### src/rtl/lcv_div_rem.sv
// Signed truncating divider: radix-2 restoring division on operand magnitudes,
// one quotient bit per cycle, with divide-by-zero and MIN/-1 overflow short cuts.
module lcv_div_rem #(
    parameter int DIVIDEND_W = 32,
    parameter int DIVISOR_W  = 16
) (
    input  logic                         clk,
    input  logic                         rst,
    input  logic                         in_valid,
    output logic                         in_ready,
    input  logic signed [DIVIDEND_W-1:0] dividend,
    input  logic signed [DIVISOR_W-1:0]  divisor,
    output logic                         out_valid,
    input  logic                         out_ready,
    output logic signed [DIVIDEND_W-1:0] quot,
    output logic signed [DIVISOR_W-1:0]  rem,
    output logic                         div_zero,
    output logic                         ovf
);

    localparam int CW = (DIVIDEND_W > 1) ? $clog2(DIVIDEND_W) : 1;
    localparam logic [CW-1:0] CNT_INIT = CW'(DIVIDEND_W - 1);
    localparam logic [DIVIDEND_W-1:0] MIN_DVD = {1'b1, {(DIVIDEND_W-1){1'b0}}};

    typedef enum logic [1:0] {IDLE, CALC, DONE} state_t;

    state_t                       r_state;
    logic                         r_in_ready;
    logic                         r_out_valid;
    logic [DIVIDEND_W-1:0]        r_dvd;
    logic [DIVISOR_W-1:0]         r_dvs;
    logic [DIVISOR_W:0]           r_prem;
    logic                         r_neg_q;
    logic                         r_neg_r;
    logic [CW-1:0]                r_cnt;
    logic                         r_fin;
    logic signed [DIVIDEND_W-1:0] r_quot;
    logic signed [DIVISOR_W-1:0]  r_rem;
    logic                         r_dz;
    logic                         r_ovf;

    logic [DIVIDEND_W-1:0]  w_dvd_u;
    logic [DIVISOR_W-1:0]   w_dvs_u;
    logic [DIVIDEND_W-1:0]  w_dvd_mag;
    logic [DIVISOR_W-1:0]   w_dvs_mag;
    logic                   w_dz;
    logic                   w_ovf;
    logic [DIVISOR_W+1:0]   w_trial;
    logic [DIVISOR_W+1:0]   w_diff;
    logic                   w_ge;
    logic [DIVISOR_W:0]     w_prem_nxt;
    logic [DIVIDEND_W-1:0]  w_dvd_nxt;

    assign w_dvd_u   = dividend;
    assign w_dvs_u   = divisor;
    assign w_dvd_mag = w_dvd_u[DIVIDEND_W-1] ? (~w_dvd_u + DIVIDEND_W'(1)) : w_dvd_u;
    assign w_dvs_mag = w_dvs_u[DIVISOR_W-1]  ? (~w_dvs_u + DIVISOR_W'(1))  : w_dvs_u;
    assign w_dz      = (w_dvs_u == '0);
    assign w_ovf     = (w_dvd_u == MIN_DVD) && (&w_dvs_u);

    // Shift the next dividend bit into the partial remainder; a borrow out of
    // the trial subtraction means the divisor did not fit (restore).
    assign w_trial    = {r_prem, r_dvd[DIVIDEND_W-1]};
    assign w_diff     = w_trial - {2'b00, r_dvs};
    assign w_ge       = ~w_diff[DIVISOR_W+1];
    assign w_prem_nxt = w_ge ? w_diff[DIVISOR_W:0] : w_trial[DIVISOR_W:0];
    assign w_dvd_nxt  = {r_dvd[DIVIDEND_W-2:0], w_ge};

    always_ff @(posedge clk or negedge rst) begin
        if (!rst) begin
            r_state     <= IDLE;
            r_in_ready  <= 1'b0;
            r_out_valid <= 1'b0;
            r_dvd       <= '0;
            r_dvs       <= '0;
            r_prem      <= '0;
            r_neg_q     <= 1'b0;
            r_neg_r     <= 1'b0;
            r_cnt       <= '0;
            r_fin       <= 1'b0;
            r_quot      <= '0;
            r_rem       <= '0;
            r_dz        <= 1'b0;
            r_ovf       <= 1'b0;
        end else begin
            case (r_state)
                IDLE: begin
                    r_in_ready <= 1'b1;
                    if (r_in_ready && in_valid) begin
                        r_in_ready <= 1'b0;
                        r_dvd      <= w_dvd_mag;
                        r_dvs      <= w_dvs_mag;
                        r_prem     <= '0;
                        r_neg_q    <= dividend[DIVIDEND_W-1] ^ divisor[DIVISOR_W-1];
                        r_neg_r    <= dividend[DIVIDEND_W-1];
                        r_cnt      <= CNT_INIT;
                        r_fin      <= 1'b0;
                        if (w_dz) begin
                            r_state <= DONE;
                            r_quot  <= '1;
                            r_rem   <= dividend[DIVISOR_W-1:0];
                            r_dz    <= 1'b1;
                            r_ovf   <= 1'b0;
                        end else if (w_ovf) begin
                            r_state <= DONE;
                            r_quot  <= dividend;
                            r_rem   <= '0;
                            r_dz    <= 1'b0;
                            r_ovf   <= 1'b1;
                        end else begin
                            r_state <= CALC;
                        end
                    end
                end
                CALC: begin
                    if (r_fin) begin
                        r_state     <= DONE;
                        r_out_valid <= 1'b1;
                        r_quot      <= r_neg_q ? (~r_dvd + DIVIDEND_W'(1)) : r_dvd;
                        r_rem       <= r_neg_r ? (~r_prem[DIVISOR_W-1:0] + DIVISOR_W'(1))
                                               : r_prem[DIVISOR_W-1:0];
                        r_dz        <= 1'b0;
                        r_ovf       <= 1'b0;
                    end else begin
                        r_dvd  <= w_dvd_nxt;
                        r_prem <= w_prem_nxt;
                        if (r_cnt == '0) begin
                            r_fin <= 1'b1;
                        end else begin
                            r_cnt <= r_cnt - CW'(1);
                        end
                    end
                end
                DONE: begin
                    // Short-cut results land here one edge before out_valid rises.
                    if (!r_out_valid) begin
                        r_out_valid <= 1'b1;
                    end else if (out_ready) begin
                        r_state     <= IDLE;
                        r_out_valid <= 1'b0;
                        r_in_ready  <= 1'b1;
                    end
                end
                default: begin
                    r_state <= IDLE;
                end
            endcase
        end
    end

    assign in_ready  = r_in_ready;
    assign out_valid = r_out_valid;
    assign quot      = r_quot;
    assign rem       = r_rem;
    assign div_zero  = r_dz;
    assign ovf       = r_ovf;

endmodule

### config.mk
export PLATFORM = sky130hd
export DESIGN_NAME = lcv_div_rem
export DESIGN_NICKNAME = d
export VERILOG_FILES = /design/src/rtl/lcv_div_rem.sv
export SDC_FILE = /design/constraint.sdc
export NUM_CORES = 1
export LEC_CHECK = 0
export BUFFER_PORTS_ARGS = -buffer_cell sky130_fd_sc_hd__buf_4
export CAP_MARGIN = 20
export CORE_UTILIZATION = 55
export DETAILED_ROUTE_END_ITERATION = 8
export PLACE_DENSITY = 0.76
export SYNTH_ARGS = -nofsm -noshare
export SYNTH_HDL_FRONTEND = slang
export SYNTH_SLANG_ARGS = --single-unit
### constraint.sdc
create_clock -name clk -period 4 [get_ports clk]
set_clock_uncertainty 0.1 [all_clocks]
set_input_delay 0.8 -clock clk [delete_from_list [all_inputs] [get_ports clk]]
set_output_delay 0.8 -clock clk [all_outputs]
set_load 0.02 [all_outputs]
**Word level (Yosys, flattened, before mapping)**

Index checks and enable logic that the tools add are counted.
W data, S select, Z words.

- Register bits: 127
- Input bits: 52
- Output and inout port bits: 52
- Logic and storage cells: 106

- Add/subtract/negate cells: 6
- Equality and inequality tests: 10
- Muxes and demuxes: 53
- Bitwise gates (word level): 6
- Reductions and logical operators: 17

Operator list:

| kind | number |
|---|---|
| $mux W32 | 8 |
| $pmux W32 S2 | 2 |
| $mux W16 | 6 |
| $add A32 B1 Y32 const B | 2 |
| $not A32 Y32 | 2 |
| $mux W17 | 3 |
| $pmux W17 S2 | 1 |
| $add A16 B1 Y16 const B | 2 |
| $eq A32 B32 Y1 const B | 1 |
| $not A16 Y16 | 2 |
| $pmux W16 S2 | 1 |
| $sub A18 B16 Y18 | 1 |
| $logic_not A16 Y1 | 1 |
| $mux W1 | 16 |
| $reduce_and A16 Y1 | 1 |
| $mux W5 | 3 |
| $mux W2 | 6 |
| $ne A2 B2 Y1 const B | 6 |
| $reduce_and A4 Y1 | 3 |
| $pmux W1 S2 | 5 |
| $pmux W5 S2 | 1 |
| $pmux W2 S3 | 1 |
| $reduce_and A2 Y1 | 3 |
| $reduce_and A3 Y1 | 2 |
| other kinds (10) | 13 |

**Depth between registers and ports, before layout**

Gate-level depths: netlist of run 1.

- Word-level depth: 6
- Gate-level depth with buffers: 11
- Gate-level depth less buffers: 11

**Worst setup path before layout of run 1**

Ideal clock, no wire load.

- Kind: input -> register
- Start point: input dividend[8]
- End point: register r_rem[1], in the netlist rem[1]
- Library setup time: 0.126 ns
- Data arrival time: 2.988 ns
- Required time: 3.774 ns
- Slack: 0.786 ns
- Stages on the path: 7
- Buffers on the path: 1
- Cell sequence: or4_4 or4_1 or3_4 o21ai_4 o21ai_2 buf_6 a221o_1

- Longest elaborated chain between the ends: 4

Ends and longest elaborated chain:

| item | RTL line | RTL |
|---|---|---|
| from (decl) | 11 | `input logic signed [DIVIDEND_W-1:0] dividend,` |
| $eq A32 B32 Y1 | 59 | `assign w_ovf = (w_dvd_u == MIN_DVD) && (&w_dvs_u);` |
| $logic_and A1 B1 Y1 | 59 |  |
| $ne A3 B3 Y1 (no source line) | n/a |  |
| $reduce_and A4 Y1 (no source line) | n/a |  |
| to (signal assigned) | 101 | `r_rem <= dividend[DIVISOR_W-1:0];` |
| to (signal assigned) | 120 | `r_rem <= r_neg_r ? (~r_prem[DIVISOR_W-1:0] + DIVISOR_W'(1))` |
| to (decl) | 38 | `logic signed [DIVISOR_W-1:0] r_rem;` |

Every way passes these cells.
A chain may end at the register's enable or synchronous reset.

**Worst setup path after layout of run 1**

- Start point: input dividend[8]
- End point: register r_quot[18], in the netlist quot[18]

- Longest elaborated chain between the ends: 4

Ends and longest elaborated chain:

| item | RTL line | RTL |
|---|---|---|
| $eq A32 B32 Y1 | 59 |  |
| $logic_and A1 B1 Y1 | 59 |  |
| $ne A3 B3 Y1 (no source line) | n/a |  |
| $reduce_and A4 Y1 (no source line) | n/a |  |
| to (signal assigned) | 106 | `r_quot <= dividend;` |
| to (signal assigned) | 119 | `r_quot <= r_neg_q ? (~r_dvd + DIVIDEND_W'(1)) : r_dvd;` |
| to (decl) | 37 | `logic signed [DIVIDEND_W-1:0] r_quot;` |

Every way passes these cells.

==> flow_summary.json, run 1 <==
{
  "status": "complete, but fails checks",
  "violations": "DRC",
  "ir_worst_vdd_uv": 637,
  "diodes": 0,
  "power.share.combinational_pct": 55.3,
  "insertion_delay_ps": 420,
  "syn_nets": 1078,
  "grt_max_degree": 80,
  "p_int_mw": 5.06,
  "cpLargestDelayFamily": "simple AND/OR/NAND/NOR gates",
  "fin_nets": 1155,
  "wl_met2_mm": 10.7,
  "synth_edf_count": 0,
  "wl_met3_mm": 1.15,
  "antenna_found_initial": 0,
  "period_needed_ps": 3140,
  "crit_slowest_cell": "or4_4",
  "max-slew-margin-rel_pct": 34.0,
  "root_buffer": "clkbuf_16",
  "dieArea_um2": 15700,
  "cts_resized": 0,
  "cp-start-kind": "input port",
  "fin_tns_setup_ps": 0,
  "finalSetupViolations": 0,
  "grt_pass1_vias": 7359,
  "hold_viol": 0,
  "htreeDepth": 4,
  "p_sw_mw": 4.15,
  "cp.required_ps": 4180,
  "top_layer": "met4",
  "die_x_um": 125,
  "dp_hpwl_mm": 15.5,
  "synth_ff_type": "dfrtp_1",
  "synth_area_leader_cell": "dfrtp_1",
  "critPathMaxFanout": 59,
  "drt-total-wl_mm": 22.1,
  "cts_buffers": 17,
  "layout_common_cells": "nand2_1, o21ai_0, dfrtp_1",
  "synthCells": 1002,
  "ys_seq_area_share_pct": 37.9,
  "cp_slowest_stage_delay_ps": 580,
  "gp_congestion": 0.878,
  "vias": 7734,
  "ys_ff_latch": 127,
  "die_y_um": 125,
  "drv_slew": 0,
  "worstSetupEndpointType": "flip-flop",
  "yosysWarnings": 0,
  "n_fill_cell": 1195,
  "drt_iter0_drc": 634,
  "grt.total_usage_pct": 29.3,
  "fmax_mhz": 318,
  "cts_tree": "built",
  "post_cts_buffers": 0,
  "clk_pin_slew_ps": 60,
  "tightest_slew_ps": 989,
  "met1_length_mm": 9.54,
  "grt_overflow": 0,
  "yosys.area.top_type_share_pct": 37.9,
  "route.detailed.drc": 10,
  "drt-pass1-iter-count": 7,
  "drv_cap": 0,
  "avgSynthCellArea_um2": 8.36,
  "path_class": "input port to flip-flop",
  "clockBufferDepth": 2,
  "p_leak_nw": 4.30,
  "cts_sinks": 127,
  "area_growth_pct": 18.3,
  "io_buffers": 103,
  "yosysUniqueCellTypes": 59,
  "layout-drive-gt1-share_pct": 15.2,
  "wl_per_cell_um": 17.3,
  "synth_area_leaders": "dfrtp_1, o21ai_0, nand2_1",
  "seq_power_share_pct": 27.8,
  "rows": 44,
  "power_density_nw_per_um2": 930,
  "worstPathCellList": "buf_4 > or4_4 > or4_1 > or3_4 > o21ai_4 > o21ai_4 > buf_4 > nand2_1 > o21ai_0",
  "start_util_pct": 57.0,
  "finalPower_mw": 9.21,
  "cp.buffers_inverters": 2,
  "async_reset_ff_share_pct": 100,
  "core_area_um2": 14700,
  "final_common_cell": "nand2_1",
  "grt_pass1_wl_mm": 36.7,
  "syn_area_um2": 8380,
  "worstPathArrival_ps": 3320,
  "fin_crit_sh_pct": 78.5,
  "rsz0062_at_grt": "false",
  "vias_per_cell": 6.07,
  "sw_frac_of_total_pct": 45.0,
  "power_frac_clock_pct": 16.9,
  "drtAntennaViolNets": 0,
  "pin_count": 104,
  "cts_hold_buf": 0,
  "hold_path.class": "input port to async pin"
}
## power groups by stage
stage	logic, mW	clock network, mW	registers, mW
6_report	5.09	1.56	2.56
5_1_grt	5.67	1.63	2.65
4_1_cts	5.08	1.57	2.54
3_5_place_dp	5.03	0	2.56
3_3_place_gp	4.94	0	2.55
2_1_floorplan	3.56	0	2.59
## cell type report
type                       instances  area [um^2]  share of cell area [%]
inverter                          29          109                    1.10
timing repair buffer             120          946                    9.55
clock inverter                     6          109                    1.10
clock buffer                      24          472                    4.76
sequential                       127         3180                    32.1
multi-input combinational        784         4860                    49.1
tap                              184          230                    2.32
## flip-flops by register name, summed over array words and instances (netlist names)
| signal | count |
|---|---|
| r_prem | 17 |
| r_state | 2 |
| rem | 16 |
| r_fin | 1 |
| quot | 32 |
| out_valid | 1 |
| ovf | 1 |
| div_zero | 1 |
| r_dvd | 32 |
| r_cnt | 5 |
| r_neg_q | 1 |
| in_ready | 1 |
| r_neg_r | 1 |
| r_dvs | 16 |
## metal layers
metal  global-route usage, %  vias up
met2                    48.6      253
met3                    5.18       50
met1                    37.4     3677
li1                        -     3754
met5                       0        -
met4                    13.0        0
## cell families after synthesis
kind of cell	share of synthesized area [%]
AND/OR/NAND/NOR	18.6
AO/OA/AOI/OAI	23.2
flip-flops	37.9
XOR/XNOR	11.0
buffers and inverters	4.24
adder cells (fa/ha/maj)	3.67
multiplexers	1.33
## worst reg2reg max path: stages (launching register included)
cell	delay, ps
dfrtp_1	410
inv_1	130
ha_1	190
inv_1	60
fa_1	390
a21o_1	210
a221oi_1	430
a211oi_1	140
o21ai_0	240
nand3_1	140
or4_1	410
nand3_1	80
## synth_stat cells (3+ instances only)
master and number:
nand2_1 169, o21ai_0 128, dfrtp_1 127, clkbuf_1 53, xnor2_1 53, nor2_1 52, xor2_1 52, a21oi_1 36
o31ai_1 33, inv_1 29, nand3_1 26, ha_1 23, o22ai_1 22, or3_1 20, or4_1 14, o41ai_1 11
mux2i_1 10, nand2b_1 10, o221ai_1 10, a21o_1 9, a22oi_1 9, nor3_1 8, or2_2 8, a31oi_1 6
a32oi_1 6, nor2b_1 6, nor4_1 6, o211ai_1 6, o311ai_0 6, and3_1 5, buf_2 5, nand4_1 4
a211oi_1 3, buf_1 3, o21a_1 3, o41a_1 3
## final timing paths
path / startpoint / to / slack (ps) / depth (start not counted)
max in group asynchronous: rst / rem[9] / 2990 / 2
min reg2reg: quot[13] / quot[13] / 380 / 2
max reg2reg: r_dvd[31] / r_prem[16] / 1010 / 11
min: rst / quot[25] / 210 / 1
min in group clk: quot[13] / quot[13] / 380 / 2
max: dividend[8] / quot[18] / 860 / 9
## stage by stage
stage	instances	setup WS (ps)	cell area [um^2]	hold WS [ps]	util, %
global route	1274	748	9910	218	67.4
detailed placement	1243	489	9300	371	63.3
CTS	1273	886	9880	383	67.2
global placement	1243	537	9300	364	63.3
finish	1274	858	9910	207	67.4
floorplan	1002	786	8380	350	-
Power figures use the tool's default switching activity.
==> run 2, diff against run 1 <==
--- a/config.mk
+++ b/config.mk
@@ -5,6 +5,7 @@
 export SDC_FILE = /design/constraint.sdc
 export NUM_CORES = 1
 export LEC_CHECK = 0
+export ABC_AREA = 1
 export BUFFER_PORTS_ARGS = -buffer_cell sky130_fd_sc_hd__buf_4
 export CAP_MARGIN = 20
 export CORE_UTILIZATION = 55
==> constraint.sdc (replaced) <==
create_clock -name clk -period 3.2 [get_ports clk]
set_clock_uncertainty 0.1 [all_clocks]
set_input_delay 0.64 -clock clk [delete_from_list [all_inputs] [get_ports clk]]
set_output_delay 0.64 -clock clk [all_outputs]
set_load 0.02 [all_outputs]
==> flow_summary.json, run 2 <==
{
  "drt-total-wl_mm": 27.3,
  "cp_slowest_stage_delay_ps": 480,
  "path_class": "flip-flop to flip-flop",
  "synth-simple-area-share_pct": 36.5,
  "synthCells": 1422,
  "power_density_nw_per_um2": 1190,
  "pin_count": 104,
  "ys_seq_area_share_pct": 34.2,
  "clk_pin_slew_ps": 60,
  "wl_per_cell_um": 15.7,
  "synth_ff_type": "dfrtp_1",
  "grt_max_degree": 59,
  "diodes": 0,
  "rows": 47,
  "root_buffer": "clkbuf_16",
  "finalPower_mw": 12.9,
  "fin_ws_ps": 700,
  "grt_pass1_wl_mm": 44.9,
  "start_util_pct": 56.2,
  "yosys.area.top_type_share_pct": 34.2,
  "dieArea_um2": 17400,
  "antenna_found_initial": 0,
  "crit_slowest_cell": "inv_2",
  "yosysWarnings": 0,
  "cts_hold_buf": 0,
  "synth_top_family_by_area": "simple AND/OR/NAND/NOR gates",
  "whs_ps": 105,
  "drtAntennaViolNets": 0,
  "gp_congestion": 0.892,
  "synth_area_leader_cell": "dfrtp_1",
  "die_y_um": 132,
  "cp-start-kind": "flip-flop",
  "synth_common_cells": "nand2_1, inv_1, dfrtp_1",
  "ys_ff_latch": 127,
  "core_area_um2": 16500,
  "drv_cap": 0,
  "synth_area_leaders": "dfrtp_1, nand2_1, nand3_1",
  "muxShareOfSynthArea_pct": 0,
  "synth_compound_area_share_pct": 14.0,
  "cts_sinks": 127,
  "area_growth_pct": 16.1,
  "hold_viol": 0,
  "p_leak_nw": 5.59,
  "status": "completed",
  "syn_area_um2": 9290,
  "grt_pass1_vias": 8785,
  "worstSetupEndpointType": "flip-flop",
  "io_buffers": 103,
  "async_reset_ff_share_pct": 100,
  "post-synth-top-count-cell": "nand2_1",
  "vias": 9855,
  "route.detailed.drc": 0,
  "drt-pass1-iter-count": 6,
  "drv_slew": 0,
  "ir_worst_vdd_uv": 901,
  "drt_iter0_drc": 1162,
  "fin_crit_sh_pct": 78.1,
  "synth_edf_count": 0,
  "vias_per_cell": 5.67,
  "grt_overflow": 0,
  "tightest_slew_ps": 737,
  "insertion_delay_ps": 430,
  "rsz0062_at_grt": "false",
  "layout-drive-gt1-share_pct": 13.0,
  "worstPathCellList": "nor2_2 > inv_2 > nor2_2 > buf_4 > nor2_4 > inv_2 > o21ai_0 > a21oi_1 > a21oi_1",
  "critPathMaxFanout": 36,
  "period_needed_ps": 2500,
  "htreeDepth": 4,
  "clockBufferDepth": 2,
  "fin_tns_setup_ps": 0,
  "fmax_mhz": 400,
  "dp_hpwl_mm": 20.1,
  "finalSetupViolations": 0,
  "avgSynthCellArea_um2": 6.53,
  "max-slew-margin-rel_pct": 50.4,
  "synth_xor_area_share_pct": 2.73,
  "hold_path.class": "input port to async pin",
  "cts_tree": "built",
  "cts_buffers": 17,
  "cts_resized": 0,
  "syn_nets": 1498,
  "yosysUniqueCellTypes": 45,
  "worstPathArrival_ps": 2680,
  "fin_nets": 1582,
  "synth-adder-area-share_pct": 3.31,
  "die_x_um": 132,
  "dp_slack_ps": 366,
  "cp.required_ps": 3380,
  "grt.total_usage_pct": 32.5,
  "post_cts_buffers": 0,
  "final_common_cell": "nand2_1",
  "layout_common_cells": "nand2_1, inv_1, dfrtp_1"
}
-- run 2: cell count changes after synthesis, moves of 20 or more --
cell      previous run  this run
inv_1               29       144
nand2_1            169       469
o21ai_1              0        25
nand4_1              4        24
o21ai_0            128       108
xnor2_1             53         9
xor2_1              52        20
o31ai_1             33         2
clkbuf_1            53        21
or3_1               20         0
nand3_1             26       125
a21oi_1             36        63
nor2_1              52       110
-- run 2: worst paths after layout --
check	start	end	slack, ps	depth (start not counted)
setup / recovery	r_state[0]	r_dvd[12]	700	9
hold / removal	rst	r_prem[13]	100	1
setup reg to reg	r_state[0]	r_dvd[12]	700	9
hold reg to reg	quot[24]	quot[24]	380	2
max in group asynchronous	rst	r_dvd[17]	2190	2
min in group clk	quot[24]	quot[24]	380	2
-- run 2: stage by stage --
stage | utilization (%) | cell area (um^2) | cells
6_report | 65.3 | 10800 | 1738
5_1_grt | 65.3 | 10800 | 1738
4_1_cts | 65.3 | 10800 | 1738
3_5_place_dp | 61.8 | 10200 | 1707
3_3_place_gp | 61.8 | 10200 | 1707
2_1_floorplan | - | 9290 | 1422
-- run 2: critical path: cells and delay by family (launching register included) --
| kind | cells | cell delay [ps] |
|---|---|---|
| buffers and inverters | 3 | 780 |
| AND/OR/NAND/NOR | 3 | 570 |
| flip-flops | 1 | 440 |
| AO/OA/AOI/OAI | 3 | 440 |
-- run 2: cell families (layout without fill, tap and decap cells) --
logic type,Yosys count,after routing
compound gates,241,241
buf+inv,208,304
flops,127,127
xor+xnor,29,29
simple gates,793,793
fa+ha+maj,24,24
-- run 2: where the power goes --
part | leakage (nW) | internal [mW] | switching, mW
logic | 3.74 | 2.70 | 5.15
registers | 1.56 | 2.39 | 0.694
clock network | 0.277 | 1.17 | 0.747
-- run 2: cell type report --
class | instances | area [um^2]
sequential | 127 | 3180
timing repair buffer | 116 | 896
fill | 1514 | 5740
inverter | 157 | 592
clock inverter | 11 | 116
multi-input combinational | 1087 | 5270
clock buffer | 20 | 457
tap | 220 | 275
-- run 2: layer usage --
metal  track usage, %  share of wire [%]  routed length, um  vias to the layer above
met4             9.17                2.3                632                        0
met5                0                  0                  0                        -
li1                 -                  -                  -                     4797
met3             6.07                8.4               2300                       53
met2             48.2                 43              11700                      464
met1             48.4                 47              12700                     4541
